==> src/rtl/result_to_bcd.sv <==
// result_to_bcd: sequential two's-complement / unsigned byte to sign + 3-digit BCD converter.
// Captures din on start, runs 8 shift-add-3 steps, then publishes digits with a done pulse.

module result_to_bcd #(
    parameter bit SIGNED_IN = 1'b1
) (
    input  logic       clk,
    input  logic       rst_n,
    input  logic       start,
    input  logic [7:0] din,
    output logic       busy,
    output logic       done,
    output logic       neg,
    output logic [3:0] hund,
    output logic [3:0] tens,
    output logic [3:0] units
);

    typedef enum logic [1:0] {
        StIdle,
        StShift,
        StFinish
    } state_t;

    state_t      state;
    logic [19:0] sr;       // {hundreds, tens, units, magnitude}
    logic [2:0]  cnt;
    logic        sign;

    logic        cap_neg;
    logic [8:0]  mag9;
    logic [7:0]  cap_mag;
    logic [19:0] adj;

    // Sign and magnitude of the incoming operand; 9-bit negate keeps -128 -> 128.
    always_comb begin
        cap_neg = SIGNED_IN && din[7];
        mag9    = {1'b0, din};
        if (cap_neg) begin
            mag9 = {1'b0, ~din} + 9'd1;
        end
        cap_mag = mag9[7:0];
    end

    // Add 3 to every BCD nibble that is 5 or more; nibbles do not carry into each other.
    always_comb begin
        adj = sr;
        for (int i = 0; i < 3; i++) begin
            if (sr[8 + 4*i +: 4] >= 4'd5) begin
                adj[8 + 4*i +: 4] = sr[8 + 4*i +: 4] + 4'd3;
            end
        end
    end

    // Conversion FSM with registered handshake and result outputs.
    always_ff @(posedge clk or negedge rst_n) begin
        if (!rst_n) begin
            state <= StIdle;
            sr    <= '0;
            cnt   <= '0;
            sign  <= 1'b0;
            busy  <= 1'b0;
            done  <= 1'b0;
            neg   <= 1'b0;
            hund  <= '0;
            tens  <= '0;
            units <= '0;
        end else begin
            done <= 1'b0;
            unique case (state)
                StIdle: begin
                    if (start) begin
                        sr    <= {12'd0, cap_mag};
                        sign  <= cap_neg;
                        cnt   <= '0;
                        busy  <= 1'b1;
                        state <= StShift;
                    end
                end
                StShift: begin
                    sr  <= {adj[18:0], 1'b0};
                    cnt <= cnt + 3'd1;
                    if (cnt == 3'd7) begin
                        state <= StFinish;
                    end
                end
                StFinish: begin
                    hund  <= sr[19:16];
                    tens  <= sr[15:12];
                    units <= sr[11:8];
                    neg   <= sign;
                    done  <= 1'b1;
                    busy  <= 1'b0;
                    state <= StIdle;
                end
                default: begin
                    state <= StIdle;
                end
            endcase
        end
    end

endmodule

==> config.mk <==
export PLATFORM = sky130hd
export DESIGN_NAME = result_to_bcd
export DESIGN_NICKNAME = d
export VERILOG_FILES = /design/src/rtl/result_to_bcd.sv
export SDC_FILE = /design/constraint.sdc
export NUM_CORES = 1
export LEC_CHECK = 0
export ABC_AREA = 1
export CAP_MARGIN = 20
export CORE_MARGIN = 10
export CORE_UTILIZATION = 49
export DETAILED_ROUTE_END_ITERATION = 10
export PLACE_DENSITY = 0.86
export SYNTH_ARGS = -nofsm -noshare
export SYNTH_HDL_FRONTEND = slang
export SYNTH_SLANG_ARGS = --single-unit
==> constraint.sdc <==
create_clock -name clk -period 1.1 [get_ports clk]
set_input_delay 0.11 -clock clk [delete_from_list [all_inputs] [get_ports clk]]
set_output_delay 0.11 -clock clk [all_outputs]
set_load 0.01 [all_outputs]
==> impl_results.md, run 1 <==
* Register area at 0.001027 mm^2
* Critical R2R Launch: sr[12]$_DFFE_PN0P_
* Placer congestion estimate at 0.8357
* Mean Syn Cell Area at 8.595 um^2
* Worst r2r path cells at 7
* Seq cells post-synth at 41
* Clk slew on worst S/H paths at 0.08 ns
* Yosys top cell area share at 51.90%
* Final worst slack at -0.1854 ns
* Prevailing post-synth register cell: dfrtp_1
* Max-slew violations at 0
* Synth Cell Area at 0.001977 mm^2
* Die height at 83.52 um
* Io pins at 26
* RR Endpoint: sr[16]$_DFFE_PN0P_
* Worst setup SP type: flop
* Fin crit period at 1.285 ns
* Syn nets at 250
* R2R Setup Slk at -0.19 ns
* DRT antenna net count at 0
* RSZ-0062 raised after global routing: true
* Clock Tree Buf Depth at 2
* Via Count at 2,043
* Gr usage total at 15.08%
* Post-route DRC at 0
* Diodes inserted at 0
* Largest area contributor in the netlist: dfrtp_1
* Sequential area share after synthesis at 51.90%
* DRT Pass-1 Iters at 4
* Initial antenna violation count at 0
* Worst Hold Class: in2async
* CTS tree: built
* Routed vias/inst at 5.507
* Vias in the first global route at 1,922
* Power per cell area at 2918 mW/mm^2
* Worst vdd rail ir drop at 1.401 mV
* Endpoints failing hold at 0
* Area contributors post-synth: dfrtp_1, nand2_1, o21ai_0
* WS Path Type: reg2reg
* Grt total ovfl at 0
* Starting Density at 50.14%
* DRT Wirelength at 6.780 mm
* DRT iter0 DRCs at 123
* Share of layout cells above drive strength 1 at 47.98%
* Yosys cell types at 21
* Inserted Clock Buffers at 5
* Cell leakage power at 1.564 nW
* Period utilization at 116.9%
* WL/cell at 18.27 um
* CTS sink cnt at 41
* Asr flop ratio synth at 100.0%
* Max frequency at 778.0 MHz
* Placed wire-length estimate at 3.148 mm
* Die W at 83.52 um
* CP Launch Point: sr[12]$_DFFE_PN0P_
* Pin count of the biggest net entering global routing at 42
* First-pass GRT wire length at 8.825 mm
* YS warnings at 0
* Arrival @ worst endpoint at 1.51 ns
* Area of the multi-input gates at 0.001149 mm^2
* Status: finished with violations
* # nets final at 340
* Worst-Skew Late Latency at 0.31 ns
* Crit path max fanout at 5
* Post-synth EDFFs at 0
* Hold_ws at 0.2981 ns
* Fillers at 207
* Slew Limit Headroom at 78.84%
* Top cells by count, synth: nand2_1, dfrtp_1, inv_1
* Max-Cap Viols at 0
* Worst Path Required at 1.32 ns
* Crit path capture type: flop
* Row cnt at 23
* Layout area overhead at 66.01%
* CTS H-Tree Depth at 2
* Pwr Total at 9.578 mW
* Cell count after synthesis at 230
* Worst-Margin Slew at 0.3174 ns
* Placeable Area at 0.003943 mm^2
* Final Skew at 0.007279 ns
* Port Buf Inserts at 25
* Final Setup Violations at 39
* Top-count cell post-synth: nand2_1
* Root buf cell: clkbuf_8
* Failing checks: setup timing
* Total Die Area at 0.006975 mm^2
==> registers in the layout, summed over array words and instances, names as in the netlist <==
signal,count
hund,4
state,2
sr,20
units,4
done,1
tens,4
sign,1
cnt,3
busy,1
neg,1
==> cells in the final DEF, fill, tap and decap left out, drive strengths merged <==
cell type,count
nor2,16
dfrtp,41
clkdlybuf4s15,10
ha,9
nand2,59
nand4,1
buf,63
xor2,3
inv,30
clkdlybuf4s50,9
o21ai,34
a22o,2
dlygate4sd3,1
dlygate4sd2,5
nand3,12
a21oi,6
o211ai,1
clkbuf,7
o22ai,5
a22oi,5
bufinv,1
clkinv,1
==> worst max path at each step <==
| stage | endpoint | depth (start not counted) |
|---|---|---|
| floorplan | sr[14]$_DFFE_PN0P_ | 8 |
| global placement | sr[1]$_DFFE_PN0P_ | 7 |
| detailed placement | sr[2]$_DFFE_PN0P_ | 7 |
| CTS | sr[13]$_DFFE_PN0P_ | 8 |
| global route | sr[9]$_DFFE_PN0P_ | 8 |
| finish | sr[16]$_DFFE_PN0P_ | 7 |
==> layer usage <==
layer  part of all wire [%]  up-vias  GRT usage [%]  routed length [um]
met5                      0        -              0                   0
met4                    3.2        0          8.828                 216
met3                    5.9       22          3.613                 401
met2                     51       86          25.00                3448
met1                     40     1001          17.23                2713
li1                       -      934              -                   -
==> critical path, cell delays in order, from the launching register on <==
cell and delay (ns):
dfrtp_1 0.43, inv_2 0.09, ha_4 0.18, inv_2 0.06
nand2_4 0.05, nand3_4 0.13, nand2_2 0.07, o21ai_1 0.20
==> power breakdown <==
part | total, mW | switching (mW) | internal (mW)
clock network | 1.28 | 0.541 | 0.740
logic | 5.57 | 2.85 | 2.72
registers | 2.72 | 0.579 | 2.14
total | 9.58 | 3.97 | 5.60
==> per-stage QoR <==
step	cells	setup slack, ns	cell area (um^2)	util [%]	TNS (ns)
2_1_floorplan	230	-0.03530	2029	-	-0.06373
6_report	371	-0.1854	3282	83.24	-2.982
5_1_grt	371	-0.2275	3282	83.24	-4.631
3_5_place_dp	335	-0.2895	2584	65.53	-3.789
3_3_place_gp	335	-0.2218	2584	65.53	-2.799
4_1_cts	355	-0.06798	2902	73.60	-0.9073
==> logic make-up (layout without fill, tap and decap cells) <==
kind of cell | after synthesis | count (layout) | share of synthesized area (%)
AND/OR/NAND/NOR | 88 | 88 | 17.85
flip-flops | 41 | 41 | 51.90
adder cells (fa/ha/maj) | 9 | 9 | 5.696
AO/OA/AOI/OAI | 53 | 53 | 15.63
XOR/XNOR | 3 | 3 | 1.329
buffers and inverters | 36 | 127 | 7.595
==> area by class of cell <==
class | instances | share of cell area, %
multi-input combinational | 153 | 35.00
timing repair inverter | 2 | 0.6862
sequential | 41 | 31.30
timing repair buffer | 88 | 23.64
inverter | 29 | 3.927
clock buffer | 7 | 2.631
clock inverter | 1 | 0.9150
tap | 50 | 1.906
==> timing repair <==
| action | in CTS | in global routing |
|---|---|---|
| gates resized for setup | 60 | 94 |
| buffers inserted | 12 | 13 |
| hold endpoints to repair | 41 | 0 |
| endpoints found under the setup margin | 49 | 50 |
| cloned | 0 | 3 |
| hold buffers | 1 | 0 |
| pin swaps | 16 | 16 |
Power figures use the tool's default switching activity.
==> run 2: changes to the inputs <==
--- a/config.mk
+++ b/config.mk
@@ -9,7 +9,9 @@
 export CAP_MARGIN = 20
 export CORE_MARGIN = 10
 export CORE_UTILIZATION = 49
+export CTS_CLUSTER_SIZE = 40
 export DETAILED_ROUTE_END_ITERATION = 10
+export GPL_TIMING_DRIVEN = 0
 export PLACE_DENSITY = 0.86
 export SYNTH_ARGS = -nofsm -noshare
 export SYNTH_HDL_FRONTEND = slang
==> run 2 against run 1 <==
  * Critical path depth is the same
  * Register-to-register slack lost 0.07 ns
  * Via count shrank 1.6%
  * Worst setup slack lost 0.070 ns
  * The run ends with hold timing, setup timing left
  * Flip-flop and latch count is the same
  * Power shrank 2.0%
  * Utilization shrank 1.7 points
  * Largest cell class unchanged
  * Final cell count shrank 3.0%
  * Combinational power grew 1%
  * Clock-buffer cell count shrank 1
==> impl_results.md, run 2 (synthesized netlist as in run 1, its figures left out) <==
* Die height at 83.52 um (unchanged)
* Routed vias/inst at 5.586 (was 5.507)
* Arrival @ worst endpoint at 1.54 ns (was 1.51 ns)
* Clk slew on worst S/H paths at 0.08 ns (about the same)
* Final std cells w/o fill at 360 (was 371)
* Share of layout cells above drive strength 1 at 47.10% (was 47.98%)
* Die W at 83.52 um (unchanged)
* Inserted Clock Buffers at 5 (unchanged)
* CP Launch Point: state[1]$_DFFE_PN0P_ (was sr[12]$_DFFE_PN0P_)
* DRT Wirelength at 6.809 mm (was 6.780 mm)
* Power per cell area at 2918 mW/mm^2 (about the same)
* WL/cell at 18.91 um (was 18.27 um)
* Register area at 0.001031 mm^2 (was 0.001027 mm^2)
* Cells after DPL at 305 (was 335)
* Max FFs per register at 20 (unchanged)
* Pin count of the biggest net entering global routing at 42 (unchanged)
* Final Setup Violations at 35 (was 39)
* Diodes inserted at 0 (unchanged)
* First-pass GRT wire length at 9.701 mm (was 8.825 mm)
* Max frequency at 737.7 MHz (was 778.0 MHz)
* Commonest cells after routing, fill and taps aside: nand2_1, dfrtp_1, buf_4, buf_6 (was buf_4, dfrtp_1, nand2_1, o21ai_1, nand2_2)
* Critical R2R Launch: state[1]$_DFFE_PN0P_ (was sr[12]$_DFFE_PN0P_)
* Worst-Skew Late Latency at 0.30 ns (was 0.31 ns)
* Period utilization at 123.2% (was 116.9%)
* WS Path Type: reg2reg (unchanged)
* Worst-Margin Slew at 0.9126 ns (was 0.3174 ns)
* Fillers at 201 (was 207)
* Clock Tree Buf Depth at 2 (unchanged)
* Status: finished with violations (unchanged)
* Crit path max fanout at 7 (was 5)
* Cell leakage power at 1.518 nW (was 1.564 nW)
* Largest register by flop count: sr (unchanged)
* Final Skew at 0.004858 ns (was 0.007279 ns)
* Placer congestion estimate at 0.8399 (was 0.8357)
* # nets final at 329 (was 340)
* Starting Density at 50.14% (unchanged)
* Placeable Area at 0.003943 mm^2 (unchanged)
* CTS sink cnt at 41 (unchanged)
* Root buf cell: clkbuf_8 (unchanged)
* CTS H-Tree Depth at 2 (unchanged)
* Max-Cap Viols at 0 (unchanged)
* Post-route DRC at 0 (unchanged)
* Worst Path Required at 1.28 ns (was 1.32 ns)
* Io pins at 26 (unchanged)
* Slew Limit Headroom at 39.16% (was 78.84%)
* Commonest non-fill, non-tap cell in the layout: nand2_1 (was buf_4)
* DRT antenna net count at 0 (unchanged)
* Vias in the first global route at 2,042 (was 1,922)
* Worst setup SP type: flop (unchanged)
* Port Buf Inserts at 25 (unchanged)
* RSZ-0062 raised after global routing: true (unchanged)
* Via Count at 2,011 (was 2,043)
* Worst vdd rail ir drop at 1.529 mV (was 1.401 mV)
* DRT iter0 DRCs at 213 (was 123)
* DRT Pass-1 Iters at 4 (unchanged)
* Gr usage total at 16.98% (was 15.08%)
* Grt total ovfl at 0 (unchanged)
* Hold_ws at -0.06643 ns (was 0.2981 ns)
* Total Die Area at 0.006975 mm^2 (unchanged)
* Crit path capture type: flop (unchanged)
* Max-slew violations at 0 (unchanged)
* CTS tree: built (unchanged)
* Area of the multi-input gates at 0.001157 mm^2 (was 0.001149 mm^2)
* Placed wire-length estimate at 2.984 mm (was 3.148 mm)
* Final worst slack at -0.2556 ns (was -0.1854 ns)
* Worst Hold Class: in2async (unchanged)
* Pwr Total at 9.386 mW (was 9.578 mW)
* Initial antenna violation count at 0 (unchanged)
* Layout area overhead at 62.72% (was 66.01%)
* Failing checks: hold timing, setup timing (was setup timing)
* Row cnt at 23 (unchanged)
* Endpoints failing hold at 41 (was 0)
* Fin crit period at 1.356 ns (was 1.285 ns)
run 2: changes by cell type in the layout (fill, tap and decap cells not counted), moves of 4 or more:
cell / change
nand3_2: -4
inv_8: -4
nand3_1: +4
o21ai_2: +5
nand2_2: -5
nand2_1: +7
o21ai_1: -8
buf_4: -17
run 2: worst paths after layout:
path	cells past startpoint	endpoint	slack, ns
max reg2reg	7	neg$_DFFE_PN0P_	-0.26
max in group asynchronous	1	state[0]$_DFFE_PN0P_	0.53
min in group clk	3	sr[0]$_DFFE_PN0P_	0.44
min reg2reg	2	busy$_DFFE_PN0P_	0.50
min	1	sr[18]$_DFFE_PN0P_	-0.07
max	7	neg$_DFFE_PN0P_	-0.26
run 2: timing repair:
| action | in CTS | in global routing |
|---|---|---|
| endpoints found under the hold margin | 41 | 0 |
| gates cloned | 4 | 2 |
| setup buffers | 26 | 16 |
| resized for setup | 97 | 66 |
| endpoints found under the setup margin | 54 | 51 |
| pin swaps | 20 | 20 |
run 2: report_power, final:
part	internal, mW	total [mW]	switching [mW]
Sequential	2.15	2.76	0.609
Combinational	2.74	5.65	2.91
Clock	0.440	0.978	0.537
Total	5.33	9.39	4.06
run 2: through the flow:
stage,TNS [ns],util (%),setup WS [ns],cell area [um^2]
floorplan,-0.06373,-,-0.03530,2029
detailed placement,-6.476,59.28,-0.2964,2337
finish,-5.373,81.59,-0.2556,3217
global route,-6.702,81.59,-0.2740,3217
global placement,-49.63,59.41,-1.075,2342
CTS,-2.500,72.93,-0.1363,2875
run 2: cell type report:
class                           instances  area share (%)
Multi-Input combinational cell        153           35.98
Buffer                                  7           2.606
Clock inverter                          2          0.3112
Inverter                               29           3.773
Clock buffer                            6           2.256
Tap cell                               50           1.945
Timing Repair Buffer                   71           20.85
Timing Repair inverter                  1          0.2334
Sequential cell                        41           32.05
run 2: critical path, stage by stage (launching register included):
cell and delay, ns:
dfrtp_1 0.43, inv_4 0.08, buf_6 0.12, nor2_4 0.19
inv_4 0.10, buf_6 0.15, nand2_1 0.09, o21ai_2 0.07
run 2: routing by layer:
layer	share of wire, %	global-route usage (%)	up-vias	routed length, um
li1	-	-	916	-
met1	40	16.43	993	2728
met2	51	31.39	82	3453
met3	5.4	4.688	20	367
met4	3.8	9.741	0	259
met5	0	0	-	0
